### src/rtl/alu_queue_pkg.sv
// Shared CPU types for the ALU execute stage: op encodings, bus payloads,
// the per-entry result-queue record and a leading-zero counter.
package alu_queue_pkg;

  localparam int unsigned DATA_W    = 32;
  localparam int unsigned PHY_W     = 6;
  localparam int unsigned ROB_W_MAX = 8;
  localparam int unsigned EXCCODE_W = 5;
  localparam int unsigned BYP_WE_W  = 4;

  localparam logic [EXCCODE_W-1:0] EXCCODE_NONE = 5'h00;
  localparam logic [EXCCODE_W-1:0] EXCCODE_OV   = 5'h0c;

  typedef enum logic [4:0] {
    ALU_ADD, ALU_ADDU, ALU_SUB, ALU_SUBU, ALU_SLT, ALU_SLTU,
    ALU_AND, ALU_OR, ALU_NOR, ALU_XOR, ALU_SLL, ALU_SRL, ALU_SRA,
    ALU_LUI, ALU_CLZ, ALU_CLO, ALU_MOVN, ALU_MOVZ,
    ALU_MFHI, ALU_MFLO, ALU_MTHI, ALU_MTLO
  } alu_op_t;

  typedef struct packed {
    logic                 ex;
    logic [EXCCODE_W-1:0] exccode;
  } exception_t;

  // Everything the ALU datapath itself consumes
  typedef struct packed {
    alu_op_t             op;
    logic                src1_is_sa;
    logic                src2_is_simm;
    logic                src2_is_zimm;
    logic [15:0]         imm;
    logic [4:0]          sa;
    logic [DATA_W-1:0]   src1;
    logic [DATA_W-1:0]   src2;
    logic [DATA_W-1:0]   old_value;
  } alu_core_in_t;

  typedef struct packed {
    alu_core_in_t           core;
    logic                   rf_we;
    logic [PHY_W-1:0]       phy_dest;
    logic [ROB_W_MAX-1:0]   rob_entry_num;
  } issue_to_execute_bus_t;

  typedef struct packed {
    logic [BYP_WE_W-1:0]  rf_we;
    logic [PHY_W-1:0]     phy_dest;
    logic [DATA_W-1:0]    result;
  } bypass_bus_t;

  typedef struct packed {
    logic                   valid;
    logic                   is_store_op;
    logic                   verify_result;
    logic                   rf_we;
    logic [PHY_W-1:0]       phy_dest;
    logic [DATA_W-1:0]      result;
    logic [ROB_W_MAX-1:0]   rob_entry_num;
    exception_t             exception;
  } execute_to_commit_bus_t;

  typedef struct packed {
    logic [DATA_W-1:0]      result;
    logic                   rf_we;
    logic [PHY_W-1:0]       phy_dest;
    logic [ROB_W_MAX-1:0]   rob_entry_num;
    exception_t             exception;
  } alu_queue_entry_t;

  // Highest set bit wins; all-zero input yields 32
  function automatic logic [5:0] count_leading_zeros(input logic [DATA_W-1:0] v);
    logic [5:0] n;
    n = 6'd32;
    for (int i = 0; i < 32; i++) begin
      if (v[i]) n = 6'(31 - i);
    end
    return n;
  endfunction

endpackage

### src/rtl/alu_core.sv
// Combinational 32-bit ALU: operand selection, result and overflow exception.
module alu_core
  import alu_queue_pkg::*;
(
  input  alu_core_in_t       inst,
  output logic [DATA_W-1:0]  result,
  output exception_t         exception
);

  logic [DATA_W-1:0] op1;
  logic [DATA_W-1:0] op2;
  logic [DATA_W:0]   sum;
  logic [DATA_W:0]   diff;
  logic              ov;

  always_comb begin
    op1 = inst.src1_is_sa ? 32'(inst.sa) : inst.src1;
    if (inst.src2_is_simm)      op2 = {{16{inst.imm[15]}}, inst.imm};
    else if (inst.src2_is_zimm) op2 = {16'h0000, inst.imm};
    else                        op2 = inst.src2;
    // Sign-extended 33-bit adders: overflow when the two top bits disagree
    sum  = {op1[31], op1} + {op2[31], op2};
    diff = {op1[31], op1} - {op2[31], op2};
  end

  always_comb begin
    result = '0;
    ov     = 1'b0;
    case (inst.op)
      ALU_ADD:  begin result = sum[31:0];  ov = sum[32] ^ sum[31];   end
      ALU_ADDU: result = sum[31:0];
      ALU_SUB:  begin result = diff[31:0]; ov = diff[32] ^ diff[31]; end
      ALU_SUBU: result = diff[31:0];
      ALU_SLT:  result = {31'd0, $signed(op1) < $signed(op2)};
      ALU_SLTU: result = {31'd0, op1 < op2};
      ALU_AND:  result = op1 & op2;
      ALU_OR:   result = op1 | op2;
      ALU_NOR:  result = ~(op1 | op2);
      ALU_XOR:  result = op1 ^ op2;
      ALU_SLL:  result = op2 << op1[4:0];
      ALU_SRL:  result = op2 >> op1[4:0];
      ALU_SRA:  result = $signed(op2) >>> op1[4:0];
      ALU_LUI:  result = {op2[15:0], 16'h0000};
      ALU_CLZ:  result = 32'(count_leading_zeros(op1));
      ALU_CLO:  result = 32'(count_leading_zeros(~op1));
      ALU_MOVN: result = (op2 != '0) ? op1 : inst.old_value;
      ALU_MOVZ: result = (op2 == '0) ? op1 : inst.old_value;
      ALU_MFHI, ALU_MFLO, ALU_MTHI, ALU_MTLO: result = op1;
      default:  result = '0;
    endcase
  end

  always_comb begin
    exception.ex      = ov;
    exception.exccode = ov ? EXCCODE_OV : EXCCODE_NONE;
  end

endmodule

### src/rtl/alu_queue.sv
// ALU execute stage: computes on push and buffers results in a small in-order
// queue feeding the commit stage and the bypass network.
module alu_queue
  import alu_queue_pkg::*;
#(
  parameter int unsigned DEPTH = 4,
  parameter int unsigned ROB_W = 4
) (
  input  logic                          clk,
  input  logic                          reset,
  input  logic                          flush,
  input  logic                          issue_to_alu_valid,
  output logic                          alu_allowin,
  input  issue_to_execute_bus_t         issue_inst,
  input  logic                          cs_allowin,
  output logic                          alu_to_valid,
  output bypass_bus_t                   alu_bypass_bus,
  output execute_to_commit_bus_t        alu_to_commit_bus,
  output logic [$clog2(DEPTH+1)-1:0]    alu_count
);

  localparam int unsigned CNT_W = $clog2(DEPTH + 1);
  localparam int unsigned PTR_W = (DEPTH > 1) ? $clog2(DEPTH) : 1;
  localparam int unsigned SLOTS = 1 << PTR_W;
  localparam logic [ROB_W_MAX-1:0] ROB_MASK = ROB_W_MAX'((64'd1 << ROB_W) - 64'd1);

  logic [CNT_W-1:0]  count;
  logic [PTR_W-1:0]  head;
  logic [PTR_W-1:0]  tail;
  logic              push;
  logic              pop;
  logic [DATA_W-1:0] core_result;
  exception_t        core_exception;
  alu_queue_entry_t  new_entry;
  alu_queue_entry_t  head_entry;
  alu_queue_entry_t  entries [SLOTS];

  function automatic logic [PTR_W-1:0] ptr_next(input logic [PTR_W-1:0] p);
    return (p == PTR_W'(DEPTH - 1)) ? '0 : p + PTR_W'(1);
  endfunction

  alu_core u_alu_core (
    .inst      (issue_inst.core),
    .result    (core_result),
    .exception (core_exception)
  );

  // Ready depends only on registered occupancy, never on cs_allowin
  assign alu_allowin  = (count < CNT_W'(DEPTH));
  assign alu_to_valid = (count != '0);
  assign alu_count    = count;
  assign push = issue_to_alu_valid & alu_allowin & ~flush;
  assign pop  = alu_to_valid & cs_allowin & ~flush;

  always_comb begin
    new_entry.result        = core_result;
    new_entry.rf_we         = issue_inst.rf_we;
    new_entry.phy_dest      = issue_inst.phy_dest;
    new_entry.rob_entry_num = issue_inst.rob_entry_num & ROB_MASK;
    new_entry.exception     = core_exception;
  end

  always_ff @(posedge clk or posedge reset) begin
    if (reset) begin
      count <= '0;
      head  <= '0;
      tail  <= '0;
    end else if (flush) begin
      count <= '0;
      head  <= '0;
      tail  <= '0;
    end else begin
      if (push) tail <= ptr_next(tail);
      if (pop)  head <= ptr_next(head);
      case ({push, pop})
        2'b10:   count <= count + CNT_W'(1);
        2'b01:   count <= count - CNT_W'(1);
        default: count <= count;
      endcase
    end
  end

  // Payload storage carries no reset; occupancy alone decides visibility
  always_ff @(posedge clk) begin
    if (push) entries[tail] <= new_entry;
  end

  assign head_entry = entries[head];

  always_comb begin
    alu_bypass_bus.rf_we    = {BYP_WE_W{head_entry.rf_we & alu_to_valid}};
    alu_bypass_bus.phy_dest = head_entry.phy_dest;
    alu_bypass_bus.result   = head_entry.result;

    alu_to_commit_bus.valid         = alu_to_valid;
    alu_to_commit_bus.is_store_op   = 1'b0;
    alu_to_commit_bus.verify_result = 1'b0;
    alu_to_commit_bus.rf_we         = head_entry.rf_we;
    alu_to_commit_bus.phy_dest      = head_entry.phy_dest;
    alu_to_commit_bus.result        = head_entry.result;
    alu_to_commit_bus.rob_entry_num = head_entry.rob_entry_num;
    alu_to_commit_bus.exception     = head_entry.exception;
  end

endmodule

### config.mk
export PLATFORM = sky130hd
export DESIGN_NAME = alu_queue
export DESIGN_NICKNAME = d
export VERILOG_FILES = /design/src/rtl/alu_queue_pkg.sv /design/src/rtl/alu_core.sv /design/src/rtl/alu_queue.sv
export SDC_FILE = /design/constraint.sdc
export NUM_CORES = 1
export LEC_CHECK = 0
export ABC_CLOCK_PERIOD_IN_PS = 2140
export BUFFER_PORTS_ARGS = -buffer_cell sky130_fd_sc_hd__clkbuf_2
export CAP_MARGIN = 25
export CORE_AREA = 2 2 167 210
export CTS_CLUSTER_SIZE = 14
export DETAILED_ROUTE_END_ITERATION = 7
export DIE_AREA = 0 0 169 212
export PLACE_DENSITY = 0.88
export SLEW_MARGIN = 15
export SYNTH_ARGS = -nofsm -noshare
export SYNTH_HDL_FRONTEND = slang
export SYNTH_SLANG_ARGS = --single-unit
### constraint.sdc
create_clock -name clk -period 2.14 [get_ports clk]
set_input_delay 0.321 -clock clk [delete_from_list [all_inputs] [get_ports clk]]
set_output_delay 0.321 -clock clk [all_outputs]
set_load 0.01 [all_outputs]
==> results of run 1 <==
[kinds of logic after synthesis]
| logic type | count (synthesis) | synth area share, % |
|---|---|---|
| AO/OA/AOI/OAI | 570 | 21.1 |
| AND/OR/NAND/NOR | 560 | 14.8 |
| buffers and inverters | 294 | 7.84 |
| multiplexers | 216 | 17.0 |
| flip-flops | 183 | 30.4 |
| adder cells (fa/ha/maj) | 105 | 7.43 |
| XOR/XNOR | 31 | 1.51 |
| other | 1 | 0.0209 |
[synth_stat cells (20+ instances only)]
cell	count	area [um2]
a21oi_1	153	766
a31oi_1	24	150
clkbuf_1	73	274
nand4_1	21	131
buf_4	56	420
o211ai_1	35	263
xnor2_1	23	201
edfxtp_1	176	5290
o21ai_0	107	536
nor2_1	169	634
mux2i_1	132	1320
nor2b_1	24	150
nand2_1	161	604
inv_1	97	364
nor3_1	38	190
a211oi_1	41	308
ha_1	102	1280
mux4_2	66	1490
buf_1	20	75.1
nand3_1	39	195
nor4_1	26	163
buf_2	32	160
[metal layers]
metal	GRT usage, %	GRT overflow
met1	61.5	0
met2	77.6	7
met3	47.9	1
met4	59.5	13
met5	24.7	0
[timing repair]
item	CTS
pin swaps	50
resized for setup	130
hold buffers	1
gates cloned	2
setup buffers	36
endpoints found under the setup margin	217
endpoints found under the hold margin	7
[through the flow]
step	util (%)	setup TNS [ns]	instances	cell area, um2
after floorplan	-	-193.00	1968	18400
after global placement	69.9	-246.00	3059	23800
after detailed placement	69.9	-259.81	3059	23800
after CTS	75.0	-171.22	3129	25500
==> impl_metrics.json, run 1 <==
{
  "floorplan.initialDensity_pct": 52.8,
  "synth_flop_cell": "edfxtp_1",
  "status": "did not finish",
  "grt.overflow.total": 21,
  "grt_pass1_vias": 25301,
  "cts_buffers": 25,
  "preCtsSetupSlack_ns": -2.26,
  "synth-async-reset-ratio_pct": 3.83,
  "die_x_um": 169,
  "yosysUniqueCellTypes": 92,
  "root_buffer": "clkbuf_16",
  "synth_edf_count": 176,
  "rows": 76,
  "syn_area_per_cell_um2": 9.17,
  "post-dp-hpwl_um": 64600,
  "grt_usage_pct": 61.8,
  "io-pin-count": 248,
  "ys_seq_area_share_pct": 30.4,
  "synth_area_um2": 18000,
  "yosysWarnings": 0,
  "grt_pass1_wl_um": 163000,
  "haltStage": "5_1_grt",
  "io_buffers": 234,
  "synth_cells": 1960,
  "clockBufferDepth": 3,
  "firstError": "[ERROR GRT-0116] Global routing finished with congestion. Check the congestion regions in the DRC Viewer.",
  "cts.sinks": 183,
  "ys_ff_latch": 183,
  "fp.dieH_um": 212,
  "grt_max_degree": 60,
  "htree_levels": 4,
  "finalWeightedCongestion": 1.47
}
==> run 2, diff against run 1 <==
--- a/config.mk
+++ b/config.mk
@@ -5,14 +5,13 @@
 export SDC_FILE = /design/constraint.sdc
 export NUM_CORES = 1
 export LEC_CHECK = 0
-export ABC_CLOCK_PERIOD_IN_PS = 2140
+export ABC_CLOCK_PERIOD_IN_PS = 2800
 export BUFFER_PORTS_ARGS = -buffer_cell sky130_fd_sc_hd__clkbuf_2
 export CAP_MARGIN = 25
-export CORE_AREA = 2 2 167 210
-export CTS_CLUSTER_SIZE = 14
+export CORE_AREA = 2 2 216 218
 export DETAILED_ROUTE_END_ITERATION = 7
-export DIE_AREA = 0 0 169 212
-export PLACE_DENSITY = 0.88
+export DIE_AREA = 0 0 218 220
+export PLACE_DENSITY_LB_ADDON = 0.15
 export SLEW_MARGIN = 15
 export SYNTH_ARGS = -nofsm -noshare
 export SYNTH_HDL_FRONTEND = slang
==> constraint.sdc (replaced) <==
create_clock -name clk -period 2.8 [get_ports clk]
set_input_delay 0.42 -clock clk [delete_from_list [all_inputs] [get_ports clk]]
set_output_delay 0.42 -clock clk [all_outputs]
set_load 0.01 [all_outputs]
==> run 2 against run 1 <==
The flow now finishes, with violations (DRC, setup timing); synthesized cell count unchanged; area after synthesis stayed put.
==> impl_metrics.json, run 2 <==
{
  "synth_common_cells": "edfxtp_1, nor2_1, nand2_1",
  "power-per-cell-area_nw_per_um2": 443,
  "syn_area_per_cell_um2": 9.17,
  "placedCellCount": 3352,
  "ant_nets": 0,
  "top_register": "entries",
  "yosysMostFrequentCell": "edfxtp_1",
  "avgRoutedWirePerCell_um": 27.7,
  "violations": "DRC, setup timing",
  "placed_area_um2": 24900,
  "synth_flop_cell": "edfxtp_1",
  "criticalPathCategory": "input port to register",
  "crit_arrival_ns": 4.07,
  "n_antenna_cell": 0,
  "coreArea_um2": 45900,
  "yosysUniqueCellTypes": 92,
  "nNetsFinal": 3051,
  "grt_pass1_wl_um": 134000,
  "most-common-layout-cells": "buf_4, clkbuf_2, edfxtp_1, nor2_1, nand2_1",
  "htree_levels": 4,
  "drt_iter0_drc": 2210,
  "ys_seq_area_share_pct": 30.4,
  "setup_viol": 132,
  "cts_buffers": 17,
  "rsz0062_at_grt": "true",
  "cp_max_fo": 5,
  "syn2layout_area_growth_pct": 50.9,
  "grt_pass1_vias": 19485,
  "rows": 79,
  "grt_usage_pct": 38.9,
  "synth_edf_count": 176,
  "clockBufferDepth": 2,
  "cap_violations": 0,
  "hold_viol_final": 0,
  "die_x_um": 218,
  "synth-async-reset-ratio_pct": 3.83,
  "vias_per_cell": 5.93,
  "io-pin-count": 248,
  "status": "finished, violations left",
  "fp.dieH_um": 220,
  "synth_area_um2": 18000,
  "largest_reg_flops": 176,
  "ys_ff_latch": 183,
  "fin_worst_skew_ns": 0.00868,
  "route.vias.total": 20302,
  "slew_violations": 0,
  "final_common_cell": "buf_4",
  "fillers": 4086,
  "fin_cells": 3421,
  "tightestPinTransition_ns": 0.826,
  "p_leak_nw": 11.8,
  "synth_area_leaders": "edfxtp_1, mux4_2, mux2i_1",
  "cts_tree": "yes",
  "die-area_um2": 48000,
  "final_core_utilization_pct": 59.2,
  "drt-pass1-iter-count": 8,
  "finalCriticalPeriod_ns": 3.92,
  "drc": 1,
  "root_buffer": "clkbuf_16",
  "routed_wl_um": 94600,
  "irDropWorstVdd_uv": 532,
  "worstHoldPathType": "input port to register",
  "slew_headroom_pct": 44.5,
  "floorplan.initialDensity_pct": 39.2,
  "clk_pin_slew_ns": 0.07,
  "synth_area_leader_cell": "edfxtp_1",
  "start_kind": "input port",
  "insertion_delay_ns": 0.43,
  "final_cell_area_um2": 27100,
  "endpoint_kind": "register",
  "fmax_mhz": 255,
  "preCtsSetupSlack_ns": -1.90,
  "drive_above_1_share_pct": 46.9,
  "critPathRequiredTime_ns": 2.95,
  "fin_crit_sh_pct": 140,
  "seq_area_um2": 5470,
  "finalWeightedCongestion": 1.08,
  "antenna_found_initial": 1,
  "post-dp-hpwl_um": 78300,
  "cts.sinks": 183,
  "io_buffers": 234,
  "multiInputGateArea_um2": 12500,
  "yosysWarnings": 0,
  "grt.overflow.total": 0,
  "grt_max_degree": 50,
  "synth_top_cell_area_share_pct": 29.4,
  "setup_ws_ns": -1.12,
  "synth_cells": 1960
}
[run 2: cell counts after synthesis]
Identical to the previous run, type by type.
[run 2: worst max-delay path, stage by stage]
cell,delay (ns)
buf_8,0.10
or2_4,0.29
buf_12,0.15
buf_6,0.11
mux2i_4,0.23
ha_4,0.30
o211ai_1,0.10
buf_4,0.17
a2111oi_4,0.34
a211oi_2,0.12
buf_4,0.18
nor3_4,0.31
o41ai_2,0.13
buf_4,0.17
o31ai_4,0.22
mux2_4,0.34
nor4_4,0.30
a2111oi_4,0.08
[run 2: worst paths after layout]
| path | slack [ns] | depth (start not counted) | to | from |
|---|---|---|---|---|
| worst min register to register | 0.62 | 2 | alu_count[1] | alu_count[1] |
| worst max-delay path | -1.12 | 18 | entries[0][4] | issue_inst[132] |
| worst max register to register | 0.58 | 7 | alu_count[2] | alu_count[0] |
| max in group asynchronous | 2.12 | 3 | head[0] | reset |
| worst min-delay path | 0.21 | 1 | entries[1][9] | issue_inst[8] |
| min in group asynchronous | 0.44 | 3 | head[0] | reset |
[run 2: where the power goes]
group | internal [mW] | switching, mW
Clock | 1.34 | 1.03
Combinational | 2.84 | 3.47
Sequential | 3.23 | 0.120
Total | 7.40 | 4.62
[run 2: timing repair]
action | in CTS | in global routing
resized for setup | 205 | 54
setup endpoints to repair | 132 | 132
hold endpoints to repair | 7 | 0
pin swaps | 77 | 47
hold buffers | 1 | 0
cloned | 0 | 1
buffers inserted | 29 | 15
[run 2: final cells by class]
type | count | share of cell area [%]
tap | 607 | 2.80
clock inverter | 15 | 0.632
sequential | 183 | 20.1
multi-input combinational | 1491 | 46.2
clock buffer | 17 | 1.57
timing repair buffer | 1000 | 27.1
inverter | 108 | 1.56
[run 2: logic make-up after synthesis]
| logic type | count (synthesis) | synth area share, % |
|---|---|---|
| AOI/OAI and AO/OA | 570 | 21.1 |
| xor gates and xnor gates | 31 | 1.51 |
| adders and majority gates | 105 | 7.43 |
| buffers and inverters | 294 | 7.84 |
| other | 1 | 0.0209 |
| DFF | 183 | 30.4 |
| and+or+nand+nor | 560 | 14.8 |
| muxes | 216 | 17.0 |
[run 2: per-layer routing]
metal | wire length [um] | track usage, % | vias to the layer above
met4 | 7420 | 25.6 | 0
met3 | 6780 | 4.79 | 217
li1 | - | - | 9097
met2 | 42000 | 60.6 | 1072
met1 | 38400 | 51.1 | 9916
met5 | 0 | 0 | -
[run 2: through the flow]
stage	power, mW	TNS, ns	hold WS (ns)
final	12.0	-103.56	0.207
after global routing	12.5	-114.99	0.192
after CTS	11.9	-95.21	0.184
after detailed placement	9.17	-206.32	0.347
after global placement	9.13	-199.59	0.350
after floorplan	6.53	-118.95	0.223
(Power assumes the default switching activity.)
